### config.mk
export PLATFORM = sky130hd
export DESIGN_NAME = scene_compositor
export DESIGN_NICKNAME = d
export VERILOG_FILES = /design/src/rtl/scene_pkg.sv /design/src/rtl/fade_scaler.sv /design/src/rtl/scene_compositor.sv
export SDC_FILE = /design/constraint.sdc
export NUM_CORES = 1
export LEC_CHECK = 0
export ABC_AREA = 1
export BUFFER_PORTS_ARGS = -buffer_cell sky130_fd_sc_hd__buf_2
export CAP_MARGIN = 20
export CORE_ASPECT_RATIO = 0.5
export CORE_MARGIN = 4
export CORE_UTILIZATION = 35
export CTS_CLUSTER_SIZE = 24
export DETAILED_ROUTE_END_ITERATION = 10
export PLACE_DENSITY_LB_ADDON = 0.12
export SYNTH_ARGS = -nofsm -noshare
export SYNTH_HDL_FRONTEND = slang
export SYNTH_SLANG_ARGS = --single-unit
### constraint.sdc
create_clock -name Clk -period 5.1 [get_ports Clk]
set_input_delay 0.255 -clock Clk [delete_from_list [all_inputs] [get_ports Clk]]
set_output_delay 0.255 -clock Clk [all_outputs]
set_load 0.03 [all_outputs]
### src/rtl/scene_pkg.sv
// Shared types and constants for the scene compositor: FSM states, fade level range
// and the status codes published to the sprite modules.
package scene_pkg;

  typedef enum logic [1:0] {
    IDLE,
    FADE_OUT,
    SWAP,
    FADE_IN
  } state_e;

  localparam int LEVEL_W = 5;
  localparam logic [LEVEL_W-1:0] LEVEL_MAX = 5'd16;

  typedef logic [LEVEL_W-1:0] level_t;

  localparam logic [3:0] TITLE  = 4'd0;
  localparam logic [3:0] ROOM   = 4'd3;
  localparam logic [3:0] BATTLE = 4'd4;

endpackage

### src/rtl/fade_scaler.sv
// Combinational brightness scaler: each 8-bit channel becomes (c * level) >> 4,
// so level 16 passes the colour through untouched and level 0 yields black.
module fade_scaler
  import scene_pkg::*;
(
  input  logic [23:0] color_i,
  input  level_t      level_i,
  output logic [23:0] color_o
);

  // The 13-bit product never exceeds 255*16 = 4080, so bits [11:4] hold the result.
  function automatic logic [7:0] scale_ch(input logic [7:0] c, input level_t l);
    logic [12:0] prod;
    prod = {5'b0, c} * {8'b0, l};
    return 8'(prod >> 4);
  endfunction

  assign color_o = {scale_ch(color_i[23:16], level_i),
                    scale_ch(color_i[15:8],  level_i),
                    scale_ch(color_i[7:0],   level_i)};

endmodule

### src/rtl/scene_compositor.sv
// Priority layer merge, frame-paced fade-to-black scene transition and registered RGB out.
// Build option: define SCENE_COLOR_KEY_EN to treat 24'h000000 layer colours as transparent.
module scene_compositor
  import scene_pkg::*;
#(
  parameter int          FADE_STEP = 2,
  parameter logic [23:0] BG_COLOR  = 24'h000000
) (
  input  logic        Clk,
  input  logic        Reset,
  input  logic        frame_clk,
  input  logic        blank,
  input  logic [3:0]  status_req,
  input  logic        is_heart,
  input  logic        is_text,
  input  logic        is_door,
  input  logic        is_bg,
  input  logic [23:0] heart_color,
  input  logic [23:0] text_color,
  input  logic [23:0] door_color,
  input  logic [23:0] bg_color,
  output logic [3:0]  status,
  output logic        fading,
  output logic [7:0]  Red,
  output logic [7:0]  Green,
  output logic [7:0]  Blue
);

  localparam level_t STEP = level_t'(FADE_STEP);

  logic        frame_q, frame_tick_q;
  state_e      state_q, state_d;
  level_t      level_q, level_d;
  logic [3:0]  status_q, status_d;
  logic [3:0]  tgt_q, tgt_d;
  logic [23:0] rgb_q, merged, scaled;
  logic        heart_hit, text_hit, door_hit, bg_hit;
  logic [LEVEL_W:0] level_up;
  level_t      level_inc, level_dec;

  // NOTE: sequential state is written with <= so every register samples pre-edge values.
  always_ff @(posedge Clk) begin
    if (Reset) begin
      frame_q      <= 1'b0;
      frame_tick_q <= 1'b0;
    end else begin
      frame_q      <= frame_clk;
      frame_tick_q <= frame_clk & ~frame_q;
    end
  end

  always_ff @(posedge Clk) begin
    if (Reset) begin
      state_q  <= IDLE;
      level_q  <= LEVEL_MAX;
      status_q <= TITLE;
      tgt_q    <= TITLE;
    end else begin
      state_q  <= state_d;
      level_q  <= level_d;
      status_q <= status_d;
      tgt_q    <= tgt_d;
    end
  end

  // Saturating level arithmetic; the up path is one bit wider so it cannot wrap.
  assign level_up  = {1'b0, level_q} + {1'b0, STEP};
  assign level_inc = (level_up > {1'b0, LEVEL_MAX}) ? LEVEL_MAX : level_up[LEVEL_W-1:0];
  assign level_dec = (level_q > STEP) ? level_q - STEP : '0;

  // NOTE: every always_comb output gets a default first so no path can infer a latch.
  always_comb begin
    state_d  = state_q;
    level_d  = level_q;
    status_d = status_q;
    tgt_d    = tgt_q;
    unique case (state_q)
      IDLE: begin
        if (status_req != status_q) begin
          tgt_d   = status_req;
          state_d = FADE_OUT;
        end
      end
      FADE_OUT: begin
        tgt_d = status_req;
        if (frame_tick_q) level_d = level_dec;
        if (level_d == '0) state_d = SWAP;
      end
      SWAP: begin
        status_d = tgt_q;
        state_d  = FADE_IN;
      end
      FADE_IN: begin
        if (status_req != status_q) begin
          tgt_d   = status_req;
          state_d = FADE_OUT;
        end else if (frame_tick_q) begin
          level_d = level_inc;
          if (level_inc == LEVEL_MAX) state_d = IDLE;
        end
      end
      default: state_d = IDLE;
    endcase
  end

  always_comb begin
    fading = (state_q != IDLE);
  end

`ifdef SCENE_COLOR_KEY_EN
  assign heart_hit = is_heart && (heart_color != 24'h000000);
  assign text_hit  = is_text  && (text_color  != 24'h000000);
  assign door_hit  = is_door  && (door_color  != 24'h000000);
  assign bg_hit    = is_bg    && (bg_color    != 24'h000000);
`else
  assign heart_hit = is_heart;
  assign text_hit  = is_text;
  assign door_hit  = is_door;
  assign bg_hit    = is_bg;
`endif

  always_comb begin
    merged = BG_COLOR;
    if (!blank)         merged = 24'h000000;
    else if (heart_hit) merged = heart_color;
    else if (text_hit)  merged = text_color;
    else if (door_hit)  merged = door_color;
    else if (bg_hit)    merged = bg_color;
  end

  fade_scaler u_scaler (
    .color_i (merged),
    .level_i (level_q),
    .color_o (scaled)
  );

  always_ff @(posedge Clk) begin
    if (Reset) rgb_q <= 24'h000000;
    else       rgb_q <= scaled;
  end

  assign status = status_q;
  assign Red    = rgb_q[23:16];
  assign Green  = rgb_q[15:8];
  assign Blue   = rgb_q[7:0];

endmodule

==> results by group <==
Critical path
  – Critical Path Sink Type: flip-flop
  – CP Max Fanout: 25
  – CP Data Required Time: 5.32 ns
  – Crit Reg-Reg Startpoint: level_q[3]$_SDFFE_PP0P_
  – CP delay by family, top: adder cells
  – CP Launch Point: is_door
  – Crit path largest cell delay: 0.50 ns
  – Cell mode on critical path: nor2_1
  – Crit-path slowest cell: fa_1
  – Reg2Reg Setup Slack: 1.08 ns
  – CP bufs+invs: 5
  – CP Class: primary input to flip-flop
  – Critical-path cell list: buf_2, inv_4, nor2_1, o31ai_1, nand2_1, nor2_1, inv_1, nor2_1, fa_1, fa_1, inv_1, fa_1, inv_1, ha_1, nand2_1, nor2_1, a211oi_1, nand2_1, a21oi_1, o21ai_0, a21oi_1
  – Crit path arrival time: 4.60 ns
  – Crit start category: primary input

Routing
  – Post-Route WL: 18100 um
  – Via/cell ratio: 4.79
  – Drt first pass iters: 5
  – DR iter-0 viols: 294
  – WL per Instance: 14.6 um
  – Vias: 5931
  – Antenna Nets Post-Route: 0
  – Post-route DRC: 0

Synthesis
  – Post-synthesis simple-gate area fraction: 0.262
  – Compound-Gate Fraction of Synth Area: 0.164
  – Synth unique cells: 40
  – Adder-Cell Fraction of Synth Area: 0.291
  – Post-synth top area share: 0.161
  – Post-synth ARST share: 0
  – Top cells by area, synth: fa_1 (16%), dfxtp_1 (14%), ha_1 (13%), nor2_1 (11%), nand2_1 (9.3%)
  – Post-synthesis xor/xnor area fraction: 0.0206
  – Ys flop type: dfxtp_1
  – Most frequent cell after synthesis: nor2_1
  – Post-synthesis instance total: 891
  – Synth Area per Inst: 6.69 um2
  – Syn_nets: 1109
  – Yosys warns: 0
  – Number of synthesized register bits: 41
  – Mux contribution to synthesized area: 0
  – Post-synth EDFFs: 0
  – Sequential-to-total area share from yosys stat: 0.138
  – Leading area contributor after synthesis: fa_1
  – Post-synth top cells: nor2_1 (167), nand2_1 (148), inv_1 (135)
  – Syn Std Cell Area: 5960 um2
  – Combinational family with the most area after synthesis: adder cells

Global routing
  – Vias in the first global route: 5748
  – GRT overflow: 0
  – Initial antenna violation count: 0
  – First-pass GRT wire length: 29200 um
  – Gr usage total: 0.187
  – Largest net degree at the start of global routing: 37

Floorplan
  – Die X: 193 um
  – Rows: 33
  – Die Ht: 100 um
  – DIE AREA: 19300 um2
  – Core Area: 16600 um2
  – IO Pins: 137
  – Effective utilization at floorplan: 0.360

Power and ir drop
  – Pwr/cell area: 353 nW/um2
  – Peak supply drop: 0.000201 V
  – Total power: 2.45 mW
  – Lkg Pwr: 3.82 nW

Clocking
  – Post-CTS Setup Bufs: 0
  – Clk root buf: clkbuf_16
  – Hold buffer count at cts: 0
  – CTS sink count: 41
  – Clk slew on worst S/H paths: 0.08 ns
  – CTS Buf Count: 5
  – H-tree Lvls: 2
  – Max Root-Sink Buffers: 2
  – Clk_lat worst skew: 0.29 ns
  – Resized cells post-CTS: 0
  – TritonCTS clock tree: done

Flow run
  – # Max-Cap Violations: 0

Min path
  – Min-Delay Path Class: primary input to flip-flop
  – Min-delay src: frame_clk

Place
  – DP Wirelength: 14800 um
  – Placer congestion estimate: 0.860
  – # port buffers: 136

Cells and area
  – Antenna Cells: 0
  – Layout cell share with drive strength beyond 1: 0.186
  – Area grow syn2layout: 16.7%
  – Post-layout nets: 1227

STA
  – Finish-stage setup viols: 0
  – RSZ-0062 raised after global routing: no
  – Minimum clock period: 4.38 ns
  – Final Hold Viols: 0
  – Max Clk Rate: 228 MHz
  – Fin crit share: 0.859
  – Layout Skew: 0.0105 ns
  – Post-route setup TNS: 0 ns
  – Slew @ Worst Pin: 0.973 ns
  – Worst slew margin: 0.351
  – Pins Over Slew Limit: 0

Run status
  – Outcome: finished clean
[flip-flops by register name (all words and copies together) (netlist names)]
signal	cells
frame_q	1
tgt_q	4
frame_tick_q	1
rgb_q	24
status	4
state_q	2
level_q	5
[cell type report]
| type | count | area [um2] |
|---|---|---|
| fill | 1801 | 9600 |
| multi-input combinational | 672 | 4400 |
| sequential | 41 | 821 |
| timing repair buffer | 146 | 756 |
| inverter | 143 | 543 |
| tap | 227 | 284 |
| clock buffer | 5 | 125 |
| clock inverter | 3 | 25.0 |
[stage by stage]
step	cell area, um2	std cells	hold WS (ns)	setup slack [ns]	utilization
finish	6960	1237	0.175	0.721	0.420
global route	6960	1237	0.190	0.213	0.420
CTS	6960	1237	0.178	0.696	0.420
detailed placement	6810	1229	0.385	0.432	0.411
global placement	6810	1229	0.380	0.430	0.411
floorplan	5960	891	0.374	0.947	-
[placed cells by master (no fill, tap or decap), drive strengths merged, types with 5 or more instances in the layout]
| master | synthesis | routed |
|---|---|---|
| dfxtp | 41 | 41 |
| o21a | 6 | 6 |
| inv | 140 | 141 |
| xor2 | 8 | 8 |
| buf | 21 | 146 |
| o31ai | 22 | 22 |
| nor2 | 174 | 174 |
| clkbuf | 14 | 5 |
| nor3 | 7 | 7 |
| xnor2 | 6 | 6 |
| fa | 48 | 48 |
| nand3 | 34 | 34 |
| ha | 62 | 62 |
| nand2 | 159 | 159 |
| a21oi | 98 | 98 |
| o21ai | 30 | 30 |
[worst register-to-register path: cells and delay by family, from the launching register on]
kind / cells / cell delay [ns]
buffers and inverters: 3 / 0.38
AND/OR/NAND/NOR: 6 / 0.53
AO/OA/AOI/OAI: 3 / 0.54
adder cells (fa/ha/maj): 4 / 1.90
flip-flops: 1 / 0.57
[power breakdown]
group	switching, mW	internal, mW	total [mW]	leakage [nW]
Clock	0.156	0.185	0.341	0.0704
Sequential	0.0722	0.436	0.508	0.338
Combinational	1.07	0.539	1.61	3.42
[routing by layer]
metal  up-vias  global-route usage  share of wire
li1       3046                   -              -
met1      2714               0.294           0.53
met2       167               0.276           0.40
met3         4              0.0302          0.066
met4         0              0.0208         0.0038
met5         -                   0              0
[logic make-up (layout without fill, tap and decap cells)]
kind of cell	count (synthesis)	after routing
XOR/XNOR	14	14
flip-flops	41	41
AND/OR/NAND/NOR	378	378
AO/OA/AOI/OAI	170	170
adder cells (fa/ha/maj)	110	110
buffers and inverters	178	297
[final timing paths]
kind / end / cells after the start
max reg2reg: rgb_q[23]$_SDFF_PP0_ / 16
min reg2reg: frame_tick_q$_SDFF_PP0_ / 1
min: frame_q$_SDFF_PP0_ / 3
max: rgb_q[13]$_SDFF_PP0_ / 21
No activity file was read; power rests on OpenSTA's default activity.
